## src/rtl/tmr_pkg.sv

```systemverilog
// Shared definitions for the TMR fault monitor: register word offsets,
// recovery FSM encoding, AXI response code and small bit-level helpers.
package tmr_pkg;

    // Register word index, decoded from address bits [3:2]
    localparam logic [1:0] REG_STATUS = 2'd0;
    localparam logic [1:0] REG_CNT0   = 2'd1;
    localparam logic [1:0] REG_CNT1   = 2'd2;
    localparam logic [1:0] REG_CNT2   = 2'd3;

    // AXI OKAY response
    localparam logic [1:0] RESP_OKAY  = 2'b00;

    // Per-replica recovery state
    typedef enum logic {
        ST_IDLE = 1'b0,
        ST_REQ  = 1'b1
    } rec_state_e;

    // Write-one-to-clear with a set input that takes priority over the clear
    function automatic logic w1c_set(input logic cur, input logic clr, input logic set);
        return (cur & ~clr) | set;
    endfunction

endpackage

```

## src/rtl/tmr_replica_tracker.sv

```systemverilog
// One replica's fault bookkeeping: saturating fault counter, sticky fault
// flag and the IDLE/REQ recovery handshake with the external recovery agent.
module tmr_replica_tracker
    import tmr_pkg::*;
#(
    parameter int CNT_WIDTH       = 16,
    parameter int FAULT_THRESHOLD = 16
) (
    input  logic                 clk,
    input  logic                 rst_n,
    input  logic                 fault,
    input  logic                 cnt_clr,
    input  logic                 sticky_clr,
    input  logic                 ack,
    output logic [CNT_WIDTH-1:0] cnt,
    output logic                 sticky,
    output logic                 req
);

    localparam logic [CNT_WIDTH-1:0] CNT_MAX  = {CNT_WIDTH{1'b1}};
    localparam logic [CNT_WIDTH-1:0] CNT_ZERO = {CNT_WIDTH{1'b0}};
    localparam logic [CNT_WIDTH-1:0] CNT_ONE  = CNT_WIDTH'(1);
    // Threshold held at 32 bits so a threshold beyond the counter range simply never fires
    localparam logic [31:0]          THRESH   = FAULT_THRESHOLD;

    rec_state_e             state_r;
    rec_state_e             state_s;
    logic                   exit_s;
    logic [CNT_WIDTH-1:0]   cnt_r;
    logic [CNT_WIDTH-1:0]   cnt_s;
    logic                   sticky_r;
    logic                   sticky_s;
    logic                   req_r;
    logic [31:0]            cnt_ext_s;

    assign cnt_ext_s = 32'(cnt_r);

    // Recovery FSM next state; leaving REQ also flags the counter clear
    always_comb begin
        state_s = state_r;
        exit_s  = 1'b0;
        case (state_r)
            ST_IDLE: begin
                if (cnt_ext_s >= THRESH) begin
                    state_s = ST_REQ;
                end else begin
                    state_s = ST_IDLE;
                end
            end
            ST_REQ: begin
                if (ack) begin
                    state_s = ST_IDLE;
                    exit_s  = 1'b1;
                end else begin
                    state_s = ST_REQ;
                end
            end
            default: begin
                state_s = ST_IDLE;
                exit_s  = 1'b0;
            end
        endcase
    end

    // Counter and sticky next values; any clear beats a same-cycle increment
    always_comb begin
        cnt_s    = cnt_r;
        sticky_s = w1c_set(sticky_r, sticky_clr, fault);
        if (cnt_clr || exit_s) begin
            cnt_s = CNT_ZERO;
        end else if (fault && (cnt_r != CNT_MAX)) begin
            cnt_s = cnt_r + CNT_ONE;
        end else begin
            cnt_s = cnt_r;
        end
    end

    // State, counter, sticky flag and registered request output
    always_ff @(posedge clk or negedge rst_n) begin
        if (!rst_n) begin
            state_r  <= ST_IDLE;
            cnt_r    <= CNT_ZERO;
            sticky_r <= 1'b0;
            req_r    <= 1'b0;
        end else begin
            state_r  <= state_s;
            cnt_r    <= cnt_s;
            sticky_r <= sticky_s;
            req_r    <= (state_s == ST_REQ);
        end
    end

    assign cnt    = cnt_r;
    assign sticky = sticky_r;
    assign req    = req_r;

endmodule

```

## src/rtl/tmr_fault_monitor.sv

```systemverilog
// TMR fault monitor: counts voter mismatches per replica, raises a sticky
// interrupt, requests replica recovery past a threshold, and exposes
// status/counters over an AXI4-Lite subordinate port.
module tmr_fault_monitor
    import tmr_pkg::*;
#(
    parameter int C_S_AXI_DATA_WIDTH = 32,
    parameter int C_S_AXI_ADDR_WIDTH = 32,
    parameter int CNT_WIDTH          = 16,
    parameter int FAULT_THRESHOLD    = 16
) (
    input  logic                            axi_aclk,
    input  logic                            axi_resetn,
    input  logic                            fault00,
    input  logic                            fault01,
    input  logic                            fault02,
    input  logic [C_S_AXI_ADDR_WIDTH-1:0]   s00_axi_awaddr,
    input  logic                            s00_axi_awvalid,
    output logic                            s00_axi_awready,
    input  logic [C_S_AXI_DATA_WIDTH-1:0]   s00_axi_wdata,
    input  logic                            s00_axi_wvalid,
    output logic                            s00_axi_wready,
    output logic [1:0]                      s00_axi_bresp,
    output logic                            s00_axi_bvalid,
    input  logic                            s00_axi_bready,
    input  logic [C_S_AXI_ADDR_WIDTH-1:0]   s00_axi_araddr,
    input  logic                            s00_axi_arvalid,
    output logic                            s00_axi_arready,
    output logic [C_S_AXI_DATA_WIDTH-1:0]   s00_axi_rdata,
    output logic [1:0]                      s00_axi_rresp,
    output logic                            s00_axi_rvalid,
    input  logic                            s00_axi_rready,
    output logic [2:0]                      recover_req,
    input  logic [2:0]                      recover_ack,
    output logic                            irq
);

    localparam logic [C_S_AXI_DATA_WIDTH-1:0] DATA_ZERO = {C_S_AXI_DATA_WIDTH{1'b0}};

    logic [2:0]                     fault_s;
    logic [2:0]                     cnt_clr_s;
    logic [2:0]                     sticky_clr_s;
    logic [2:0]                     sticky_s;
    logic [2:0]                     recover_req_s;
    logic [CNT_WIDTH-1:0]           cnt_s [3];
    logic                           wr_en_s;
    logic                           rd_en_s;
    logic [C_S_AXI_DATA_WIDTH-1:0]  rd_data_s;

    logic                           awready_r;
    logic                           wready_r;
    logic                           bvalid_r;
    logic [1:0]                     bresp_r;
    logic                           arready_r;
    logic                           rvalid_r;
    logic [1:0]                     rresp_r;
    logic [C_S_AXI_DATA_WIDTH-1:0]  rdata_r;

    // Address/data bits outside the decoded range are intentionally ignored
    logic unused_s;
    assign unused_s = ^{s00_axi_awaddr[C_S_AXI_ADDR_WIDTH-1:4], s00_axi_awaddr[1:0],
                        s00_axi_araddr[C_S_AXI_ADDR_WIDTH-1:4], s00_axi_araddr[1:0],
                        s00_axi_wdata[C_S_AXI_DATA_WIDTH-1:3]};

    assign fault_s = {fault02, fault01, fault00};
    assign wr_en_s = awready_r & s00_axi_awvalid & s00_axi_wvalid;
    assign rd_en_s = arready_r & s00_axi_arvalid;

    // Write decode: W1C on STATUS sticky bits, any write to a counter clears it
    always_comb begin
        cnt_clr_s    = 3'b000;
        sticky_clr_s = 3'b000;
        if (wr_en_s) begin
            case (s00_axi_awaddr[3:2])
                REG_STATUS: sticky_clr_s = s00_axi_wdata[2:0];
                REG_CNT0:   cnt_clr_s    = 3'b001;
                REG_CNT1:   cnt_clr_s    = 3'b010;
                REG_CNT2:   cnt_clr_s    = 3'b100;
                default:    cnt_clr_s    = 3'b000;
            endcase
        end else begin
            cnt_clr_s    = 3'b000;
            sticky_clr_s = 3'b000;
        end
    end

    for (genvar gi = 0; gi < 3; gi++) begin : g_replica
        tmr_replica_tracker #(
            .CNT_WIDTH       (CNT_WIDTH),
            .FAULT_THRESHOLD (FAULT_THRESHOLD)
        ) u_tracker (
            .clk        (axi_aclk),
            .rst_n      (axi_resetn),
            .fault      (fault_s[gi]),
            .cnt_clr    (cnt_clr_s[gi]),
            .sticky_clr (sticky_clr_s[gi]),
            .ack        (recover_ack[gi]),
            .cnt        (cnt_s[gi]),
            .sticky     (sticky_s[gi]),
            .req        (recover_req_s[gi])
        );
    end

    // Read mux over the four registers, counters zero-extended
    always_comb begin
        rd_data_s = DATA_ZERO;
        case (s00_axi_araddr[3:2])
            REG_STATUS: rd_data_s = C_S_AXI_DATA_WIDTH'({recover_req_s, sticky_s});
            REG_CNT0:   rd_data_s = C_S_AXI_DATA_WIDTH'(cnt_s[0]);
            REG_CNT1:   rd_data_s = C_S_AXI_DATA_WIDTH'(cnt_s[1]);
            REG_CNT2:   rd_data_s = C_S_AXI_DATA_WIDTH'(cnt_s[2]);
            default:    rd_data_s = DATA_ZERO;
        endcase
    end

    // Write channel: one-cycle joint aw/w ready, then hold the response until bready
    always_ff @(posedge axi_aclk or negedge axi_resetn) begin
        if (!axi_resetn) begin
            awready_r <= 1'b0;
            wready_r  <= 1'b0;
            bvalid_r  <= 1'b0;
            bresp_r   <= 2'b00;
        end else begin
            if (!awready_r && s00_axi_awvalid && s00_axi_wvalid && !bvalid_r) begin
                awready_r <= 1'b1;
                wready_r  <= 1'b1;
            end else begin
                awready_r <= 1'b0;
                wready_r  <= 1'b0;
            end
            if (wr_en_s) begin
                bvalid_r <= 1'b1;
                bresp_r  <= RESP_OKAY;
            end else if (bvalid_r && s00_axi_bready) begin
                bvalid_r <= 1'b0;
            end
        end
    end

    // Read channel: one-cycle arready, capture data, hold rvalid/rdata until rready
    always_ff @(posedge axi_aclk or negedge axi_resetn) begin
        if (!axi_resetn) begin
            arready_r <= 1'b0;
            rvalid_r  <= 1'b0;
            rresp_r   <= 2'b00;
            rdata_r   <= DATA_ZERO;
        end else begin
            arready_r <= s00_axi_arvalid & ~rvalid_r & ~arready_r;
            if (rd_en_s) begin
                rvalid_r <= 1'b1;
                rresp_r  <= RESP_OKAY;
                rdata_r  <= rd_data_s;
            end else if (rvalid_r && s00_axi_rready) begin
                rvalid_r <= 1'b0;
            end
        end
    end

    assign s00_axi_awready = awready_r;
    assign s00_axi_wready  = wready_r;
    assign s00_axi_bvalid  = bvalid_r;
    assign s00_axi_bresp   = bresp_r;
    assign s00_axi_arready = arready_r;
    assign s00_axi_rvalid  = rvalid_r;
    assign s00_axi_rresp   = rresp_r;
    assign s00_axi_rdata   = rdata_r;
    assign recover_req     = recover_req_s;
    assign irq             = |sticky_s;

endmodule

```

## config.mk

```make
export PLATFORM = sky130hd
export DESIGN_NAME = tmr_fault_monitor
export DESIGN_NICKNAME = d
export VERILOG_FILES = /design/src/rtl/tmr_pkg.sv /design/src/rtl/tmr_replica_tracker.sv /design/src/rtl/tmr_fault_monitor.sv
export SDC_FILE = /design/constraint.sdc
export NUM_CORES = 1
export LEC_CHECK = 0
export CORE_UTILIZATION = 30
export CTS_BUF_LIST = sky130_fd_sc_hd__clkbuf_8
export CTS_CLUSTER_SIZE = 24
export DETAILED_ROUTE_END_ITERATION = 8
export GPL_TIMING_DRIVEN = 0
export PLACE_DENSITY = 0.56
export SKIP_LAST_GASP = 1
export SYNTH_ARGS = -nofsm -noshare
export SYNTH_HDL_FRONTEND = slang
export SYNTH_HIERARCHICAL = 1
export SYNTH_SLANG_ARGS = --single-unit
```

## constraint.sdc

```tcl
create_clock -name axi_aclk -period 4.1 [get_ports axi_aclk]
set_input_delay 1.23 -clock axi_aclk [delete_from_list [all_inputs] [get_ports axi_aclk]]
set_output_delay 1.23 -clock axi_aclk [all_outputs]
set_load 0.02 [all_outputs]
```

==> results.sh <==
export IMPL_grt_usage_pct=16.20
export IMPL_critPathLaunchType="input port"
export IMPL_nets=655
export IMPL_setup_viol_count_final=0
export IMPL_finalMaxSlewViolations=0
export IMPL_htreeDepth=3
export IMPL_cts_clk_slew_worst_paths_ns=0.08
export IMPL_tritoncts_num_buffers=9
export IMPL_synth_top_cells_by_area="dfrtp_1 41%, mux2_2 4.0%, o21ai_0 3.7%"
export IMPL_num_vias=3888
export IMPL_ioPinCount=154
export IMPL_grtUsageMet2_pct=24.11
export IMPL_syn_area_um2=4484
export IMPL_drt_wl_total_um=11970
export IMPL_slew_headroom_pct=60.14
export IMPL_finalCritPeriodShare_pct=73.69
export IMPL_setup_ws_ns=1.079
export IMPL_post_cts_resized=0
export IMPL_grt_use_met1_pct=22.68
export IMPL_cp_startpoint="fault00"
export IMPL_yosys_warnings=6
export IMPL_grt_ovfl_total=0
export IMPL_fmax_mhz=331.0
export IMPL_fp_row_count=44
export IMPL_peakVddDrop_v=0.0002637
export IMPL_ant_nets=0
export IMPL_final_common_cell="dfrtp_1"
export IMPL_via_per_inst=5.333
export IMPL_syn_avg_cell_area_um2=9.602
export IMPL_die_w_um=124.3
export IMPL_worstMarginPinSlew_ns=0.5978
export IMPL_cp_endpoint="g_replica[0].u_tracker/cnt[15]"
export IMPL_drv_cap=0
export IMPL_grt_use_met3_pct=4.639
export IMPL_synthCells=467
export IMPL_powerDensity_nw_per_um2=410.2
export IMPL_worst_ep_arrival_time_ns=3.32
export IMPL_drt_pass1_iterations=5
export IMPL_end_kind="flip-flop"
export IMPL_grt_busiest_layer="met2"
export IMPL_drive_gt1_share_pct=15.78
export IMPL_clock_sinks=74
export IMPL_die_area_um2=15440
export IMPL_ctsHoldBuffers=0
export IMPL_final_cell_mix="74 x dfrtp_1, 41 x clkdlybuf4s50_1, 38 x nand2_1"
export IMPL_synth_ff_type="dfrtp_1"
export IMPL_coreArea_um2=14530
export IMPL_cts_tree="done"
export IMPL_rsz0062_at_grt="false"
export IMPL_fin_skew_ns=0.009099
export IMPL_clk_latency_ns=0.37
export IMPL_grt_pass1_vias=3656
export IMPL_place_congestion=0.9001
export IMPL_clock_tree_root_cell="clkbuf_8"
export IMPL_drt_iter0_markers=215
export IMPL_synth_edf_count=0
export IMPL_route_detailed_drc=0
export IMPL_fill_cells=1500
export IMPL_hold_violations=0
export IMPL_hpwl_um=8891
export IMPL_place_ws_ns=0.7139
export IMPL_syn2layout_area_growth_pct=22.27
export IMPL_rrSetupSlack_ns=2.02
export IMPL_grt_max_degree=50
export IMPL_synth_seq_cells=74
export IMPL_worst_hold_slack_ns=0.4550
export IMPL_grt_first_pass_wirelength_um=19690
export IMPL_post_cts_buffers=0
export IMPL_synth_cell_types=44
export IMPL_initial_core_util_pct=30.85
export IMPL_hold_class="flip-flop to flip-flop"
export IMPL_path_class="input port to flip-flop"
export IMPL_wl_per_cell_um=16.42
export IMPL_r2r_cells=6
export IMPL_synthArstFlopShare_pct=100.0
export IMPL_worstPathRequired_ns=4.40
export IMPL_worstReg2RegEnd="g_replica[0].u_tracker/cnt[7]"
export IMPL_r2r_start="g_replica[0].u_tracker/cnt[1]"
export IMPL_die_y_um=124.3
export IMPL_multiInputGateArea_um2=2390
export IMPL_seqCellArea_um2=1852
export IMPL_clk_path_buf_depth=2
export IMPL_yosysTopAreaCell="dfrtp_1"
export IMPL_status="complete, no violations"
export IMPL_synth_top_cell_area_share_pct=41.29
export IMPL_portBuffers=42
export IMPL_min_period_ns=3.021
export IMPL_antenna_found_initial=0
export IMPL_p_leak_nw=2.380
export IMPL_antenna_cells=0
export IMPL_yosysSeqAreaShare_pct=41.29
export IMPL_path_max_fanout=6
[kinds of logic (layout without fill, tap and decap cells)]
family	after synthesis	in the layout	synth area share, %
flip-flops	74	74	41.29
adder cells (fa/ha/maj)	6	6	1.674
AND/OR/NAND/NOR	192	192	24.16
other	1	20	0.08363
buffers and inverters	57	116	7.003
XOR/XNOR	3	3	0.5860
multiplexers	34	34	9.710
AO/OA/AOI/OAI	100	100	15.49
[flip-flops by register name, summed over array words and instances (netlist names)]
name,cells
s00_axi_bvalid,1
s00_axi_rdata,16
g_replica.u_tracker/cnt,48
s00_axi_rvalid,1
s00_axi_arready,1
g_replica.u_tracker/sticky,3
g_replica.u_tracker/req,3
s00_axi_wready,1
[cell usage after synthesis, types with 12 or more instances]
cell type,number
nor3_1,14
nand3_1,16
dfrtp_1,74
buf_4,21
nor4_1,18
mux2_2,16
a21oi_1,24
o21ai_0,33
nand4_1,12
nor2_1,29
mux2i_1,12
nand2_1,38
inv_1,20
[power breakdown]
part / leakage (nW) / internal, mW / total, mW / switching (mW)
clock: 0.129 / 0.435 / 0.715 / 0.280
sequential: 0.990 / 0.833 / 0.987 / 0.154
combinational: 1.26 / 0.255 / 0.546 / 0.291
total: 2.38 / 1.52 / 2.25 / 0.726
[through the flow]
| stage | std cells | cell area (um2) | total power [mW] | setup TNS [ns] | util [%] |
|---|---|---|---|---|---|
| after floorplan | 486 | 4556 | 1.306 | 0 | - |
| after global placement | 712 | 5206 | 1.524 | -69.84 | 35.82 |
| after detailed placement | 713 | 5231 | 1.547 | 0 | 35.99 |
| after CTS | 729 | 5483 | 2.274 | 0 | 37.72 |
| after global routing | 729 | 5483 | 2.395 | 0 | 37.72 |
| final | 729 | 5483 | 2.249 | 0 | 37.72 |
[metal layers]
| layer | wire length [um] | part of all wire, % |
|---|---|---|
| met1 | 5679 | 47 |
| met3 | 690 | 5.8 |
| met5 | 0 | 0 |
| met2 | 5433 | 45 |
| met4 | 166 | 1.4 |
[cell type report]
type | count | share of cell area (%)
plain buffers | 37 | 4.359
clock buffers | 11 | 2.761
clock inverters | 5 | 1.826
inverters | 20 | 1.369
multi-input cells | 355 | 43.59
flip-flops and latches | 74 | 33.77
well taps | 184 | 4.199
repair buffers | 43 | 8.124
[worst max-delay path, stage by stage]
cell	delay (ns)
clkdlybuf4s50_1	0.72
nand3_2	0.20
or4_4	0.57
nor4b_1	0.38
mux2i_1	0.22
[worst min path at each step]
stage / startpoint / end / slack, ns / cells after the start
floorplan: g_replica[2].u_tracker/sticky / g_replica[2].u_tracker/sticky / 0.47 / 1
global placement: s00_axi_arready / s00_axi_arready / 0.44 / 1
detailed placement: s00_axi_arready / s00_axi_arready / 0.45 / 1
CTS: s00_axi_arready / s00_axi_arready / 0.46 / 1
global route: s00_axi_arready / s00_axi_arready / 0.48 / 1
finish: s00_axi_arready / s00_axi_arready / 0.46 / 1
Note: power is estimated with default switching activity, not from simulation.
==> RTL edit 1, RTL diff (same flow settings) <==
Register the output `irq`, cleared by the reset; this adds one clock of latency there. The other outputs are not delayed to match.
--- a/src/rtl/tmr_fault_monitor.sv
+++ b/src/rtl/tmr_fault_monitor.sv
@@ -165,7 +165,13 @@
     assign s00_axi_rresp   = rresp_r;
     assign s00_axi_rdata   = rdata_r;
     assign recover_req     = recover_req_s;
-    assign irq             = |sticky_s;
+    always_ff @(posedge axi_aclk or negedge axi_resetn) begin
+        if (!axi_resetn) begin
+            irq <= '0;
+        end else begin
+            irq <= |sticky_s;
+        end
+    end
 
 endmodule
 
Formal check against the unedited RTL: not equivalent (a bounded check fails within 4 cycles, from zero or initial values and one cycle with axi_resetn low).
==> RTL edit 1 against the unedited design <==
- count of clock-buffer cells in the layout down 2
- sequential share of layout area is 0.78 points higher
- core utilization down 0.49 points
- area after synthesis up 0.56%
- total power fell by 7.6%
- via count rose by 0.18%
- sequential cell count up 1
- cell area decreased by 0.94%
- routed wire length is essentially flat
- maximum frequency is 0.96% lower
- clock skew is 2.4 ps higher
- setup slack worse by 29 ps
- critical path type unchanged
- critical endpoint unchanged
- largest cell class unchanged
==> RTL edit 1: results (changes against the unedited design) <==
Status
  • Status: complete, no violations

Yosys
  • Post-synth ARST share: 100.0% (unchanged)
  • Commonest cells in the synthesized netlist: 75 x dfrtp_1, 38 x nand2_1, 33 x o21ai_0
  • Post-Synth Adder-Cell Area: 1.665% (-0.0093 points)
  • Compound-Gate Fraction of Synth Area: 15.40% (-0.086 points)
  • Synth area leaders: dfrtp_1 42%, mux2_2 4.0%, o21ai_0 3.7%, buf_4 3.5%, nand2_1 3.2%
  • Cells after Synth: 468 (+0.21%)
  • Sequential area share after synthesis: 41.62% (+0.33 points)
  • Post-synthesis mux area share: 9.656% (-0.054 points)
  • XOR/XNOR Fraction of Synth Area: 0.5827% (-0.0033 points)
  • Netlist cell types: 44 (unchanged)
  • Warnings from Yosys: 6 (unchanged)

STA
  • Setup TNS: 0 ps (unchanged)
  • Clock Skew: 11.48 ps (+2.385 ps)
  • Worst Max-Slew Pin Slew: 605.3 ps (+7.480 ps)
  • Final Max Tran Viols: 0 (unchanged)

Placement
  • Number of cells after detailed placement: 714 (+0.14%)
  • Final HPWL DP: 8915 um (+0.27%)
  • Pre-CTS WS: 701.4 ps (-12.50 ps)
  • Routability cong.: 0.8999 (about the same)
  • Input/output buffers: 42 (unchanged)

Power
  • Worst VDD drop: 0.2221 mV (-16%)
  • Static Leakage: 2.362 nW (-0.75%)

Global route
  • Grt total ovfl: 0 (unchanged)
  • Global router's overall resource usage: 16.25% (+0.046 points)
  • Number of global-route vias before repair: 3,874 (+6.0%)
  • Initial antenna violation count: 0 (unchanged)
  • Largest net degree at the start of global routing: 60 (+20%)
  • First-pass GRT wire length: 20,110 um (+2.2%)

Layout
  • Fillers: 1,464 (-2.4%)
  • Final Non-Filler Cells: 729 (unchanged)
  • Max reg flops: 48 (unchanged)
  • Layout cells sized above 1: 15.05% (-0.73 points)
  • Final net count: 656 (+0.15%)
  • Ant diodes: 0 (unchanged)

Clock tree
  • Depth of the CTS H-tree: 3 (unchanged)
  • Longest Clk Path Bufs: 2 (unchanged)
  • Reg clk slew, reported paths: around 70 ps
  • Post-CTS Setup Bufs: 0 (unchanged)
  • Root Driver: clkbuf_8
  • Latest clock arrival within the worst-skew pair: 350 ps (-20 ps)
  • TritonCTS buffer count: 9 (unchanged)
  • Hold-fix buffers at CTS: 0 (unchanged)
  • Post-cts gate resize count: 0 (unchanged)

Hold path
  • Hold Path Class: reg -> reg

Drt
  • Pre-Repair DR Iteration Count: 4 (-1)
  • Vias after detailed routing: 3,895 (+0.18%)
  • DR WL/cell: 16.41 um (about the same)
  • Number of DRC markers in iteration 0: 219 (+1.9%)

Worst setup path
  • CP arrival: 3320 ps (about the same)
  • CP max FO: 6 (unchanged)
==> RTL edit 1: layout make-up <==
class,instances,share of cell area [%]
clock inverters,6,0.9445
clock buffers,9,2.281
well taps,184,4.239
flip-flops and latches,75,34.55
plain buffers,37,4.400
repair buffers,43,8.201
inverters,20,1.382
multi-input cells,355,44.00
==> RTL edit 1: power by group <==
part | internal [mW] | switching (mW)
Combinational | 0.256 | 0.296
Clock | 0.269 | 0.260
Sequential | 0.843 | 0.151
Total | 1.37 | 0.708
==> RTL edit 1: worst paths after layout <==
kind | start | endpoint | slack (ps) | cells past startpoint
setup / recovery | fault00 | g_replica[0].u_tracker/cnt[15] | 1050 | 5
hold / removal | s00_axi_arready | s00_axi_arready | 460 | 1
setup reg to reg | g_replica[1].u_tracker/cnt[6] | g_replica[1].u_tracker/cnt[15] | 1990 | 5
hold reg to reg | s00_axi_arready | s00_axi_arready | 460 | 1
max in group asynchronous | axi_resetn | g_replica[1].u_tracker/sticky | 2780 | 2
min in group asynchronous | axi_resetn | g_replica[2].u_tracker/cnt[11] | 750 | 1
==> RTL edit 1: metal layers <==
layer	vias to the layer above	track usage (%)	routed length, um
li1	1859	-	-
met1	1900	22.32	5608
met2	122	24.18	5326
met3	14	4.210	748
met4	0	6.591	276
met5	-	0	0
==> RTL edit 1: logic make-up after synthesis <==
kind of cell | count (synthesis)
simple gates | 192
buf+inv | 57
other cells | 1
xor+xnor | 3
compound gates | 100
mux | 34
flops | 75
fa+ha+maj | 6
==> RTL edit 1: critical path: stages <==
cell,delay [ps]
clkdlybuf4s50_1,730
nand3_2,190
or4_4,570
nor4b_1,380
mux2i_1,220
==> RTL edit 1: stage by stage <==
step           cell area (um^2)  hold slack, ps
6_report                   5431           462.2
5_1_grt                    5431           482.9
4_1_cts                    5431           467.3
3_5_place_dp               5256           458.6
3_3_place_gp               5231           442.8
2_1_floorplan              4581           451.3
==> RTL edit 2, RTL diff (same flow settings) <==
Made on the original files. `FAULT_THRESHOLD` is set to 16 in 2 places; all go to 8.
--- a/src/rtl/tmr_replica_tracker.sv
+++ b/src/rtl/tmr_replica_tracker.sv
@@ -4,7 +4,7 @@
     import tmr_pkg::*;
 #(
     parameter int CNT_WIDTH       = 16,
-    parameter int FAULT_THRESHOLD = 16
+    parameter int FAULT_THRESHOLD = 8
 ) (
     input  logic                 clk,
     input  logic                 rst_n,
--- a/src/rtl/tmr_fault_monitor.sv
+++ b/src/rtl/tmr_fault_monitor.sv
@@ -7,7 +7,7 @@
     parameter int C_S_AXI_DATA_WIDTH = 32,
     parameter int C_S_AXI_ADDR_WIDTH = 32,
     parameter int CNT_WIDTH          = 16,
-    parameter int FAULT_THRESHOLD    = 16
+    parameter int FAULT_THRESHOLD    = 8
 ) (
     input  logic                            axi_aclk,
     input  logic                            axi_resetn,
Check against the original RTL: not equivalent (Yosys sat finds a counterexample within 10 cycles, from zero or initial values and one cycle with axi_resetn low).
==> RTL edit 2 against the unedited design <==
- routed wire length is 8.3% lower
- cell area is 3.9% lower
- total power fell by 7.6%
- area after synthesis down 3.6%
- worst hold slack improved by 12 ps
- first-iteration DRC count grew 20%
- register-to-register slack better by 60 ps
- sequential power shrank 0.9%
- sequential cell count did not move
- setup slack better by 78 ps
- largest power group unchanged
==> RTL edit 2: results (changes against the unedited design) <==
Layout
  • Multi-input gate share of the layout cell area: 42.72% (-0.87 points)
  • #MultiIn Comb: 340 (-4.2%)
  • Max reg flops: 48 (unchanged)
  • Final net count: 634 (-3.2%)
  • Fillers: 1,431 (-4.6%)
  • # clk buffers: 11 (unchanged)
  • Sequential share of cell area: 35.15% (+1.4 points)
  • Layout cells sized above 1: 14.12% (-1.7 points)
  • Number of buffers outside the clock class in the layout: 80 (unchanged)
  • Final non-clock buffer share: 12.99% (+0.51 points)
  • Non-clk invs: 14 (-30%)
  • Ant diodes: 0 (unchanged)
  • Max-area cell class: multi-input gates
  • Sequential cell count: 74 (unchanged)
  • Area fraction of clock buffers and clock inverters: 3.871% (-0.72 points)

Worst setup path
  • Crit-path max cell delay: 560 ps (-160 ps)
  • CP arrival: 1710 ps (-1610 ps)
  • Slowest CP cell: clkdlybuf4s50_1
  • CP max FO: 3 (-3)

Yosys
  • Compound-Gate Fraction of Synth Area: 16.85% (+1.4 points)
  • Post-synth ARST share: 100.0% (unchanged)
  • Netlist cell types: 39 (-11%)
  • Avg Inst Size Synth: 9.693 um^2 (+0.94%)
  • Post-synthesis mux area share: 7.988% (-1.7 points)
  • Post-Synth Adder-Cell Area: 1.737% (+0.063 points)
  • Synth area leaders: dfrtp_1 43%, o21ai_0 4.2%, mux2_2 4.2%, a21oi_1 3.8%, buf_4 3.6%
  • Commonest cells in the synthesized netlist: 74 x dfrtp_1, 41 x nand2_1, 36 x o21ai_0
  • Warnings from Yosys: 6 (unchanged)
  • Sequential area share after synthesis: 42.84% (+1.5 points)
  • XOR/XNOR Fraction of Synth Area: 1.823% (+1.2 points)

Placement
  • Pre-CTS WS: 936.5 ps (+222.7 ps)
  • Final HPWL DP: 8200 um (-7.8%)
  • Routability cong.: 0.8076 (-10%)
  • Input/output buffers: 42 (unchanged)
  • Number of cells after detailed placement: 688 (-3.5%)

STA
  • Clock Skew: 8.956 ps (-0.1429 ps)
  • Worst Max-Slew Pin Slew: 647.3 ps (+49.47 ps)

Drt
  • Number of DRC markers in iteration 0: 259 (+20%)
  • DRT Wirelength: 10,970 um (-8.3%)
  • Pre-Repair DR Iteration Count: 4 (-1)
  • Vias after detailed routing: 3,708 (-4.6%)
  • Via-per-instance ratio: 5.267 (-1.2%)

Power
  • Worst VDD drop: 0.2274 mV (-14%)
  • Sw Share: 33.80% (+1.5 points)
  • Static Leakage: 2.254 nW (-5.3%)

Clock tree
  • Post-cts gate resize count: 0 (unchanged)
  • Longest Clk Path Bufs: 2 (unchanged)
  • Latest clock arrival within the worst-skew pair: approximately 360 ps
  • Root Driver: clkbuf_8
  • Depth of the CTS H-tree: 3 (unchanged)
  • Reg clk slew, reported paths: 80 ps (about the same)
  • TritonCTS buffer count: 9 (unchanged)

Hold path
  • Hold Path Class: reg -> reg

Global route
  • Number of global-route vias before repair: 3,479 (-4.8%)
  • Largest net degree at the start of global routing: 49 (-2.0%)
  • Global router's overall resource usage: 15.75% (-0.46 points)
  • First-pass GRT wire length: 17,880 um (-9.1%)
  • Initial antenna violation count: 0 (unchanged)

Status
  • Status: complete, no violations
[RTL edit 2: power by group through the flow]
stage          Clock (mW)  Sequential [mW]  Combinational [mW]
5_1_grt             0.637            0.996               0.567
6_report            0.590            0.978               0.509
3_3_place_gp            0            0.983               0.500
4_1_cts             0.607            0.975               0.516
2_1_floorplan           0            0.986               0.283
3_5_place_dp            0            0.987               0.514
[RTL edit 2: per-stage QoR]
step                area, um^2  util [%]  hold WS [ps]  setup TNS, ps
floorplan                 4394         -         458.3              0
global placement          5040     36.03         444.5         -66940
detailed placement        5065     36.21         454.6              0
CTS                       5269     37.67         469.1              0
global route              5269     37.67         477.1              0
finish                    5269     37.67         467.4              0
[RTL edit 2: worst paths after layout]
kind | from | end | slack, ps | depth (start not counted)
max | g_replica[0].u_tracker/sticky | irq | 1160 | 2
min in group asynchronous | axi_resetn | g_replica[2].u_tracker/req | 790 | 1
max in group asynchronous | axi_resetn | g_replica[0].u_tracker/cnt[14] | 2750 | 2
min reg2reg | s00_axi_arready | s00_axi_arready | 470 | 1
min | s00_axi_arready | s00_axi_arready | 470 | 1
max reg2reg | g_replica[0].u_tracker/cnt[1] | g_replica[0].u_tracker/cnt[5] | 2080 | 5
[RTL edit 2: metal layers]
metal | vias to the layer above | GRT usage [%] | share of wire (%)
li1 | 1787 | - | -
met1 | 1819 | 20.72 | 45
met2 | 89 | 25.88 | 50
met3 | 13 | 1.919 | 3.1
met4 | 0 | 6.867 | 1.8
met5 | - | 0 | 0
[RTL edit 2: worst max-delay path: cells and delay by family (launching register included)]
kind	cells	cell delay, ps
buffers and inverters	1	560
flip-flops	1	400
AND/OR/NAND/NOR	1	400
